$ cat config.mk
export PLATFORM = sky130hd
export DESIGN_NAME = lcd_feeder
export DESIGN_NICKNAME = d
export VERILOG_FILES = /design/src/rtl/lcd_feeder.sv
export SDC_FILE = /design/constraint.sdc
export NUM_CORES = 1
export LEC_CHECK = 0
export ABC_AREA = 1
export CORE_ASPECT_RATIO = 0.7
export CORE_MARGIN = 2
export CORE_UTILIZATION = 39
export DETAILED_ROUTE_END_ITERATION = 16
export PLACE_DENSITY = 0.58
export SYNTH_ARGS = -nofsm -noshare
export SYNTH_HDL_FRONTEND = slang
export SYNTH_SLANG_ARGS = --single-unit
$ cat constraint.sdc
create_clock -name clk -period 1.9 [get_ports clk]
set_input_delay 0.38 -clock clk [delete_from_list [all_inputs] [get_ports clk]]
set_output_delay 0.38 -clock clk [all_outputs]
set_load 0.02 [all_outputs]
$ cat src/rtl/lcd_feeder.sv
// Host command FIFO feeding an LCD controller; a load (code 0) streams PIX_NUM image ROM pixels.
// Defining LCD_FEEDER_TIMEOUT_EN adds a 256-cycle busy timeout in WAITLO that sets a sticky err.
module lcd_feeder #(
    parameter int FIFO_DEPTH = 4,
    parameter int PIX_NUM    = 108
) (
    input  logic       clk,
    input  logic       reset,
    input  logic [2:0] host_cmd,
    input  logic       host_valid,
    output logic       host_ready,
    output logic       img_rd,
    output logic [6:0] img_addr,
    input  logic [7:0] img_data,
    output logic [2:0] cmd,
    output logic       cmd_valid,
    output logic [7:0] datain,
    input  logic       busy,
    output logic       cmd_done,
    output logic       err,
    output logic [2:0] fsm_state
);
    // Host handshake: a command transfers on each rising edge with host_valid && host_ready;
    // host_ready is registered as !full, and a stored entry can only be popped from the next cycle.
    localparam int              PTR_W     = $clog2(FIFO_DEPTH);
    localparam logic [PTR_W:0]  DEPTH_C   = (PTR_W + 1)'(FIFO_DEPTH);
    localparam logic [6:0]      LAST_PIX  = 7'(PIX_NUM - 1);
    localparam logic [2:0]      CODE_LOAD = 3'd0;
    localparam logic [2:0]      CODE_DROP = 3'd7;

    typedef enum logic [2:0] {IDLE, PRE, ISSUE, STREAM, WAITLO} state_t;
    state_t state, state_n;

    logic [2:0]       mem [FIFO_DEPTH];
    logic [PTR_W-1:0] wr_ptr, rd_ptr;
    logic [PTR_W:0]   count, count_n;
    logic             push, pop, empty;
    logic [2:0]       head;

    logic [2:0] cur_code, cur_code_n;
    logic [6:0] pix_cnt, pix_cnt_n;
    logic       img_rd_n, cmd_valid_n, cmd_done_n;
    logic [6:0] img_addr_n;
    logic [2:0] cmd_n;
    logic [7:0] datain_n;

    assign push      = host_valid && host_ready && (host_cmd != CODE_DROP);
    assign empty     = (count == '0);
    assign head      = mem[rd_ptr];
    assign fsm_state = state;

    always_comb begin
        count_n = count;
        if (push && !pop)
            count_n = count + (PTR_W + 1)'(1);
        else if (!push && pop)
            count_n = count - (PTR_W + 1)'(1);
    end

    always_ff @(posedge clk or posedge reset) begin
        if (reset) begin
            wr_ptr     <= '0;
            rd_ptr     <= '0;
            count      <= '0;
            host_ready <= 1'b1;
        end else begin
            if (push) wr_ptr <= wr_ptr + PTR_W'(1);
            if (pop)  rd_ptr <= rd_ptr + PTR_W'(1);
            count      <= count_n;
            host_ready <= (count_n != DEPTH_C);
        end
    end

    always_ff @(posedge clk) begin
        if (push) mem[wr_ptr] <= host_cmd;
    end

`ifdef LCD_FEEDER_TIMEOUT_EN
    logic [7:0] to_cnt, to_cnt_n;
    logic       err_n;
`endif

    always_comb begin
        state_n     = state;
        pop         = 1'b0;
        cur_code_n  = cur_code;
        pix_cnt_n   = pix_cnt;
        img_rd_n    = 1'b0;
        img_addr_n  = '0;
        cmd_n       = '0;
        cmd_valid_n = 1'b0;
        datain_n    = '0;
        cmd_done_n  = 1'b0;
`ifdef LCD_FEEDER_TIMEOUT_EN
        to_cnt_n    = '0;
        err_n       = err;
`endif
        // ROM read walk: once started in PRE it runs unbroken until the last address.
        if (img_rd && img_addr != LAST_PIX) begin
            img_rd_n   = 1'b1;
            img_addr_n = img_addr + 7'd1;
        end
        case (state)
            IDLE: begin
                if (!empty && !busy) begin
                    pop        = 1'b1;
                    cur_code_n = head;
                    if (head == CODE_LOAD) begin
                        state_n    = PRE;
                        img_rd_n   = 1'b1;
                        img_addr_n = '0;
                    end else begin
                        state_n     = ISSUE;
                        cmd_valid_n = 1'b1;
                        cmd_n       = head;
                    end
                end
            end
            PRE: begin
                state_n     = ISSUE;
                cmd_valid_n = 1'b1;
                cmd_n       = cur_code;
            end
            ISSUE: begin
                if (cur_code == CODE_LOAD) begin
                    state_n   = STREAM;
                    pix_cnt_n = '0;
                    cmd_n     = cur_code;
                    datain_n  = img_data;
                end else begin
                    state_n = WAITLO;
                end
            end
            STREAM: begin
                if (pix_cnt == LAST_PIX) begin
                    state_n = WAITLO;
                end else begin
                    pix_cnt_n = pix_cnt + 7'd1;
                    cmd_n     = cur_code;
                    datain_n  = img_data;
                end
            end
            WAITLO: begin
`ifdef LCD_FEEDER_TIMEOUT_EN
                // err shows in the 256th WAITLO cycle; the wait is abandoned after it.
                to_cnt_n = to_cnt + 8'd1;
                if (to_cnt == 8'hFF) begin
                    state_n = IDLE;
                end else if (!busy) begin
                    state_n    = IDLE;
                    cmd_done_n = 1'b1;
                end else if (to_cnt == 8'hFE) begin
                    err_n = 1'b1;
                end
`else
                if (!busy) begin
                    state_n    = IDLE;
                    cmd_done_n = 1'b1;
                end
`endif
            end
            default: state_n = IDLE;
        endcase
    end

    always_ff @(posedge clk or posedge reset) begin
        if (reset) begin
            state     <= IDLE;
            cur_code  <= '0;
            pix_cnt   <= '0;
            img_rd    <= 1'b0;
            img_addr  <= '0;
            cmd       <= '0;
            cmd_valid <= 1'b0;
            datain    <= '0;
            cmd_done  <= 1'b0;
        end else begin
            state     <= state_n;
            cur_code  <= cur_code_n;
            pix_cnt   <= pix_cnt_n;
            img_rd    <= img_rd_n;
            img_addr  <= img_addr_n;
            cmd       <= cmd_n;
            cmd_valid <= cmd_valid_n;
            datain    <= datain_n;
            cmd_done  <= cmd_done_n;
        end
    end

`ifdef LCD_FEEDER_TIMEOUT_EN
    always_ff @(posedge clk or posedge reset) begin
        if (reset) begin
            to_cnt <= '0;
            err    <= 1'b0;
        end else begin
            to_cnt <= to_cnt_n;
            err    <= err_n;
        end
    end
`else
    assign err = 1'b0;
`endif

endmodule

* Yosys cells after proc, flatten, opt, wreduce, memory -nomap -nowiden
Memories as Yosys holds them, arrays and structs flattened.
Cells that the tools add are included.
** Word-level totals
- Register bits after elaboration :: 42
- RAM bits :: 12
- Input bits :: 15
- Output and inout bits :: 26
- Logic and storage cells :: 87
- Memories :: 1
** Operators by class
- Add/sub/neg operators :: 6
- Equal/unequal tests :: 13
- Mux-type cells :: 36
- Reduce and logical (&&, ||, !) cells :: 18
** Memory list
- mem :: words 4, width 3, read ports 1, clocked after memory_dff 0, wr ports 1, RTL line 34 : logic [2:0] mem [FIFO_DEPTH];
** Operators with widths (count)
- 2-to-1 mux 7 bit :: 6
- 2-to-1 mux 3 bit :: 10
- 2-to-1 mux 8 bit :: 2
- one-hot mux 8 bit (2 select lines) :: 1
- one-hot mux 3 bit (5 select lines) :: 1
- adder 7 x 1 -> 7 bit (second input constant) :: 2
- one-hot mux 7 bit (2 select lines) :: 1
- logical NOT 3 bit :: 4
- 2-to-1 mux 1 bit :: 12
- one-hot mux 3 bit (4 select lines) :: 1
- inequality test 2 bit (second input constant) :: 5
- == test 7 bit (second input constant) :: 1
- inequality test 7 bit (second input constant) :: 1
- == test 3 x 2 -> 1 bit (second input constant) :: 2
- logical AND 1 bit :: 6
- inequality test 3 bit (second input constant) :: 2
- AND reduction 3 bit :: 2
- adder 2 x 1 -> 2 bit (second input constant) :: 2
- logical NOT 1 bit :: 4
- adder 3 x 1 -> 3 bit (second input constant) :: 1
- == test 3 x 1 -> 1 bit (second input constant) :: 1
- == test 3 bit (second input constant) :: 1
- subtractor 3 x 1 -> 3 bit (second input constant) :: 1
- 2-to-1 mux 2 bit :: 1
- 3 further kinds :: 3

* Logic depth before layout (Yosys ltp)
Gate-level depths: netlist of run 1.
- Word-level depth :: 9
- Depth in mapped cells :: 11
- Mapped depth without buffers :: 11

* Worst setup path before layout of run 1
Ideal clock, no wire load.
- Kind :: register -> register
- Start :: reg state[0], in the netlist fsm_state[0]
- End :: reg pix_cnt[1]
- Setup time :: 0.118 ns
- Arrival time :: 1.388 ns
- Required time :: 1.782 ns
- Path slack :: 0.394 ns
- Cell stages (with the launch flop) :: 9
- Path buffers :: 1
- Clock period less this slack :: 1.506 ns
- Cells stage by stage :: dfrtp_1 -> inv_2 -> nor3_4 -> o21ai_2 -> o21ai_4 -> inv_6 -> buf_6 -> nand2_2 -> nand2_1
** On the way
- Cells in the longest elaborated chain, start to end :: 3
- Elaborated cells between the ends (all ways) :: 7
- Classes of those cells :: 4 x eq/ne; 1 x mux; 2 x reduce/logical
** RTL lines
- start: declaration :: RTL line 32 : state_t state, state_n;
- start signal: assignment :: RTL line 178 : state <= state_n;
- == test 3 x 2 -> 1 bit :: RTL line 103 : case (state)
- inequality test 2 bit (no line) or nonzero test 2 bit (tied branches)
- AND reduction 3 bit (no line)
- end signal: assignment :: RTL line 180 : pix_cnt <= pix_cnt_n;
- end: declaration :: RTL line 41 : logic [6:0] pix_cnt, pix_cnt_n;
Parallel ways exist; a longest one is shown, timed or not.
A chain may end at the register's enable or synchronous reset.

* Final worst setup path of run 1
- Start :: reg host_ready
- End :: out host_ready
** RTL lines
- start: declaration :: RTL line 11 : output logic host_ready,
- start signal: assignment :: RTL line 70 : host_ready <= (count_n != DEPTH_C);
No word-level cell between the ends.

==> results of run 1 <==
## final cells by class
type,instances,area (sq um)
Tap cell,78,97.6
Sequential cell,54,1410
Inverter,39,151
Clock buffer,6,72.6
Multi-Input combinational cell,174,942
Timing Repair Buffer,45,448
Clock inverter,2,36.3
Fill cell,590,3080
## placed cells by master, fill, tap and decap left out, drive strengths merged, types with 7 or more instances in the layout
master / n
nand2: 57
dfrtp: 41
inv: 40
clkdlybuf4s50: 39
nor2: 38
nand3: 27
o21ai: 14
edfxtp: 12
ha: 9
xor2: 7
## logic make-up after synthesis
logic type | share of synthesized area
AND/OR/NAND/NOR | 0.236
flip-flops | 0.558
buffers and inverters | 0.0702
AO/OA/AOI/OAI | 0.0593
XOR/XNOR | 0.0311
adder cells (fa/ha/maj) | 0.0445
other | 0.00148
## registers in the layout, summed over array words and instances, names as in the netlist
| signal | cells |
|---|---|
| rd_ptr | 2 |
| cmd_done | 1 |
| datain | 8 |
| host_ready | 1 |
| wr_ptr | 2 |
| img_rd | 1 |
| fsm_state | 3 |
| pix_cnt | 7 |
| mem | 12 |
| cur_code | 3 |
| cmd | 3 |
| img_addr | 7 |
| cmd_valid | 1 |
| count | 3 |
## power by group through the flow
| stage | registers [mW] | logic, mW | clock network [mW] |
|---|---|---|---|
| floorplan | 1.84 | 1.10 | 0 |
| global placement | 1.73 | 1.81 | 0 |
| detailed placement | 1.72 | 1.81 | 0 |
| CTS | 1.70 | 1.81 | 0.786 |
| global route | 1.74 | 2.04 | 0.845 |
| finish | 1.70 | 1.79 | 0.764 |
## per-layer routing
layer	up-vias	routed length (um)
met5	-	0
met4	0	29
li1	951	-
met2	38	1860
met1	829	2520
met3	2	215
## worst max-delay path by stage
| stage | from | endpoint | slack, ns |
|---|---|---|---|
| 5_1_grt | host_ready | host_ready | 0.02 |
| 3_5_place_dp | host_cmd[2] | mem[3][1] | 0.05 |
| 3_3_place_gp | busy | host_ready | 0.11 |
| 2_1_floorplan | fsm_state[0] | pix_cnt[1] | 0.39 |
| 4_1_cts | fsm_state[2] | fsm_state[2] | 0.05 |
| 6_report | host_ready | host_ready | 0.09 |
## what timing repair did
item	CTS	global route
resized for setup	0	1
setup buffers	0	0
setup endpoints to repair	0	1
## per-stage QoR
stage / hold WS (ns) / utilization / cell area, sq um / power (mW) / setup WS, ns
after floorplan: 0.451 / - / 2530 / 2.94 / 0.394
after global placement: 0.482 / 0.489 / 3050 / 3.53 / 0.110
after detailed placement: 0.489 / 0.489 / 3050 / 3.53 / 0.0510
after CTS: 0.441 / 0.506 / 3160 / 4.30 / 0.0504
after global routing: 0.461 / 0.506 / 3160 / 4.62 / 0.0194
final: 0.428 / 0.506 / 3160 / 4.25 / 0.0906
## worst reg2reg max path, delay by kind of cell (launching register included)
kind | cells | cell delay, ns
simple gates | 9 | 0.97
flops | 1 | 0.46
buf+inv | 1 | 0.11
==> flow_metrics.py, run 1 <==
metrics = {
    "power": {
        "power.internal_mw": 2.58,
        "ir_drop_mv": 0.673,
        "power_density_mw_per_mm2": 1350,
        "switching_share": 0.393,
        "switchingPower_mw": 1.67,
        "p_comb_frac": 0.421,
        "p_leak_nw": 1.49,
        "p_clk_frac": 0.180,
        "seq_power_share": 0.399,
    },
    "sta": {
        "fin_crit_sh": 0.952,
        "drv_slew": 0,
        "skew_ns": 0.00840,
        "setup_violations": 0,
        "max_freq_mhz": 553,
        "finalHoldViolCount": 0,
        "fin_crit_ns": 1.81,
        "fin_tns_setup_ns": 0,
        "rsz0062_at_grt": "false",
    },
    "placed_design": {
        "port_buffers": 39,
        "hpwl_um": 3460,
        "gp_congestion": 0.773,
        "dp_cells": 390,
    },
    "global_routing": {
        "grt_max_degree": 43,
        "grt_use_met3": 0.0341,
        "grt_pass1_vias": 1732,
        "grt_use_met2": 0.211,
        "track_usage": 0.143,
        "top_usage_layer": "met1",
        "grt_overflow": 0,
        "grt_pass1_wl_um": 8090,
        "grtUsageMet1": 0.212,
        "antenna_found_initial": 0,
    },
    "cells_and_area": {
        "layoutNonFillerInstCount": 398,
        "antennaDiodeCount": 0,
        "nets": 343,
        "syn_to_final_growth_pct": 24.9,
        "drive_gt1_frac": 0.109,
    },
    "clock_tree": {
        "hold_buffers": 0,
        "cts_tree": "done",
        "clk_latency_ns": 0.30,
        "root_buffer": "clkbuf_8",
        "h-tree-depth": 2,
        "numCtsBuffers": 5,
        "clock-sinks": 54,
        "clkTransAtPathRegs_ns": 0.10,
        "clockBufferDepth": 2,
    },
    "detailed_routing": {
        "antenna_left": 0,
        "wl_per_cell_um": 11.6,
        "routed_wl_um": 4630,
        "firstDrtPassIters": 4,
        "routed_via_density": 4.57,
        "drt_iter0_drc": 74,
        "route.detailed.drc": 0,
        "vias": 1820,
    },
    "setup_path": {
        "max_stage_delay_ns": 0.59,
        "worstRegToRegCells": 10,
        "end_kind": "output pin",
        "worstPathMaxFanout": 2,
        "setup.worst_path.class": "flop to output pin",
        "path_cells": "clkdlybuf4s50_1",
        "cp.arrival_ns": 1.43,
        "critical_path_required_ns": 1.52,
        "rrSetupSlack_ns": 0.30,
        "path_depth": 1,
        "path_buf_inv": 1,
        "critPathTopFamily": "buffers and inverters",
        "start_kind": "flop",
        "cpMaxStageDelayCell": "clkdlybuf4s50_1",
        "r2r_start": "fsm_state[1]",
        "reg2reg_to": "host_ready",
    },
    "hold_path": {
        "hold_path_class": "input pin to asynchronous set/reset pin",
    },
    "yosys": {
        "yosysMostFrequentCell": "nand2_1",
        "synth-edff-count": 12,
        "async_flop_share": 0.778,
        "synthTopCellsByArea": "dfrtp_1 (41%), edfxtp_1 (14%), nand2_1 (8.2%), nand3_1 (5.3%), inv_1 (5.2%)",
        "syn_area_sq_mm": 0.00253,
        "netlist.area_leader.share": 0.405,
        "syn_inst": 270,
        "yosys_most_used_dff": "dfrtp_1",
        "yosysWarnings": 0,
        "syn_avg_cell_area_sq_um": 9.38,
        "syn-num-nets": 294,
        "synth.yosys.seq_area_share": 0.558,
        "synthTopCellsByCount": "nand2_1 (55), dfrtp_1 (41), inv_1 (35), nor2_1 (29), nand3_1 (27)",
        "ys_ff_latch": 54,
        "synth_top_area_cell": "dfrtp_1",
        "yosys.cell_types.count": 32,
    },
    "floorplan": {
        "io_pins": 41,
        "start_util": 0.405,
        "rows": 24,
        "die_w_um": 100,
        "dieArea_sq_mm": 0.00716,
        "core_area_sq_mm": 0.00625,
        "die_h_um": 71.4,
    },
    "flow_run": {
        "maxCapViolations": 0,
    },
    "run_status": {
        "status": "finished clean",
    },
}
No activity file was read; power rests on OpenSTA's default activity.
==> inputs of run 2 (changes only) <==
--- a/config.mk
+++ b/config.mk
@@ -10,6 +10,7 @@
 export CORE_MARGIN = 2
 export CORE_UTILIZATION = 39
 export DETAILED_ROUTE_END_ITERATION = 16
+export HOLD_SLACK_MARGIN = 0.08
 export PLACE_DENSITY = 0.58
 export SYNTH_ARGS = -nofsm -noshare
 export SYNTH_HDL_FRONTEND = slang
==> results of run 2 <==
Same layout as run 1: the final DEF is identical, and so are final timing and power.
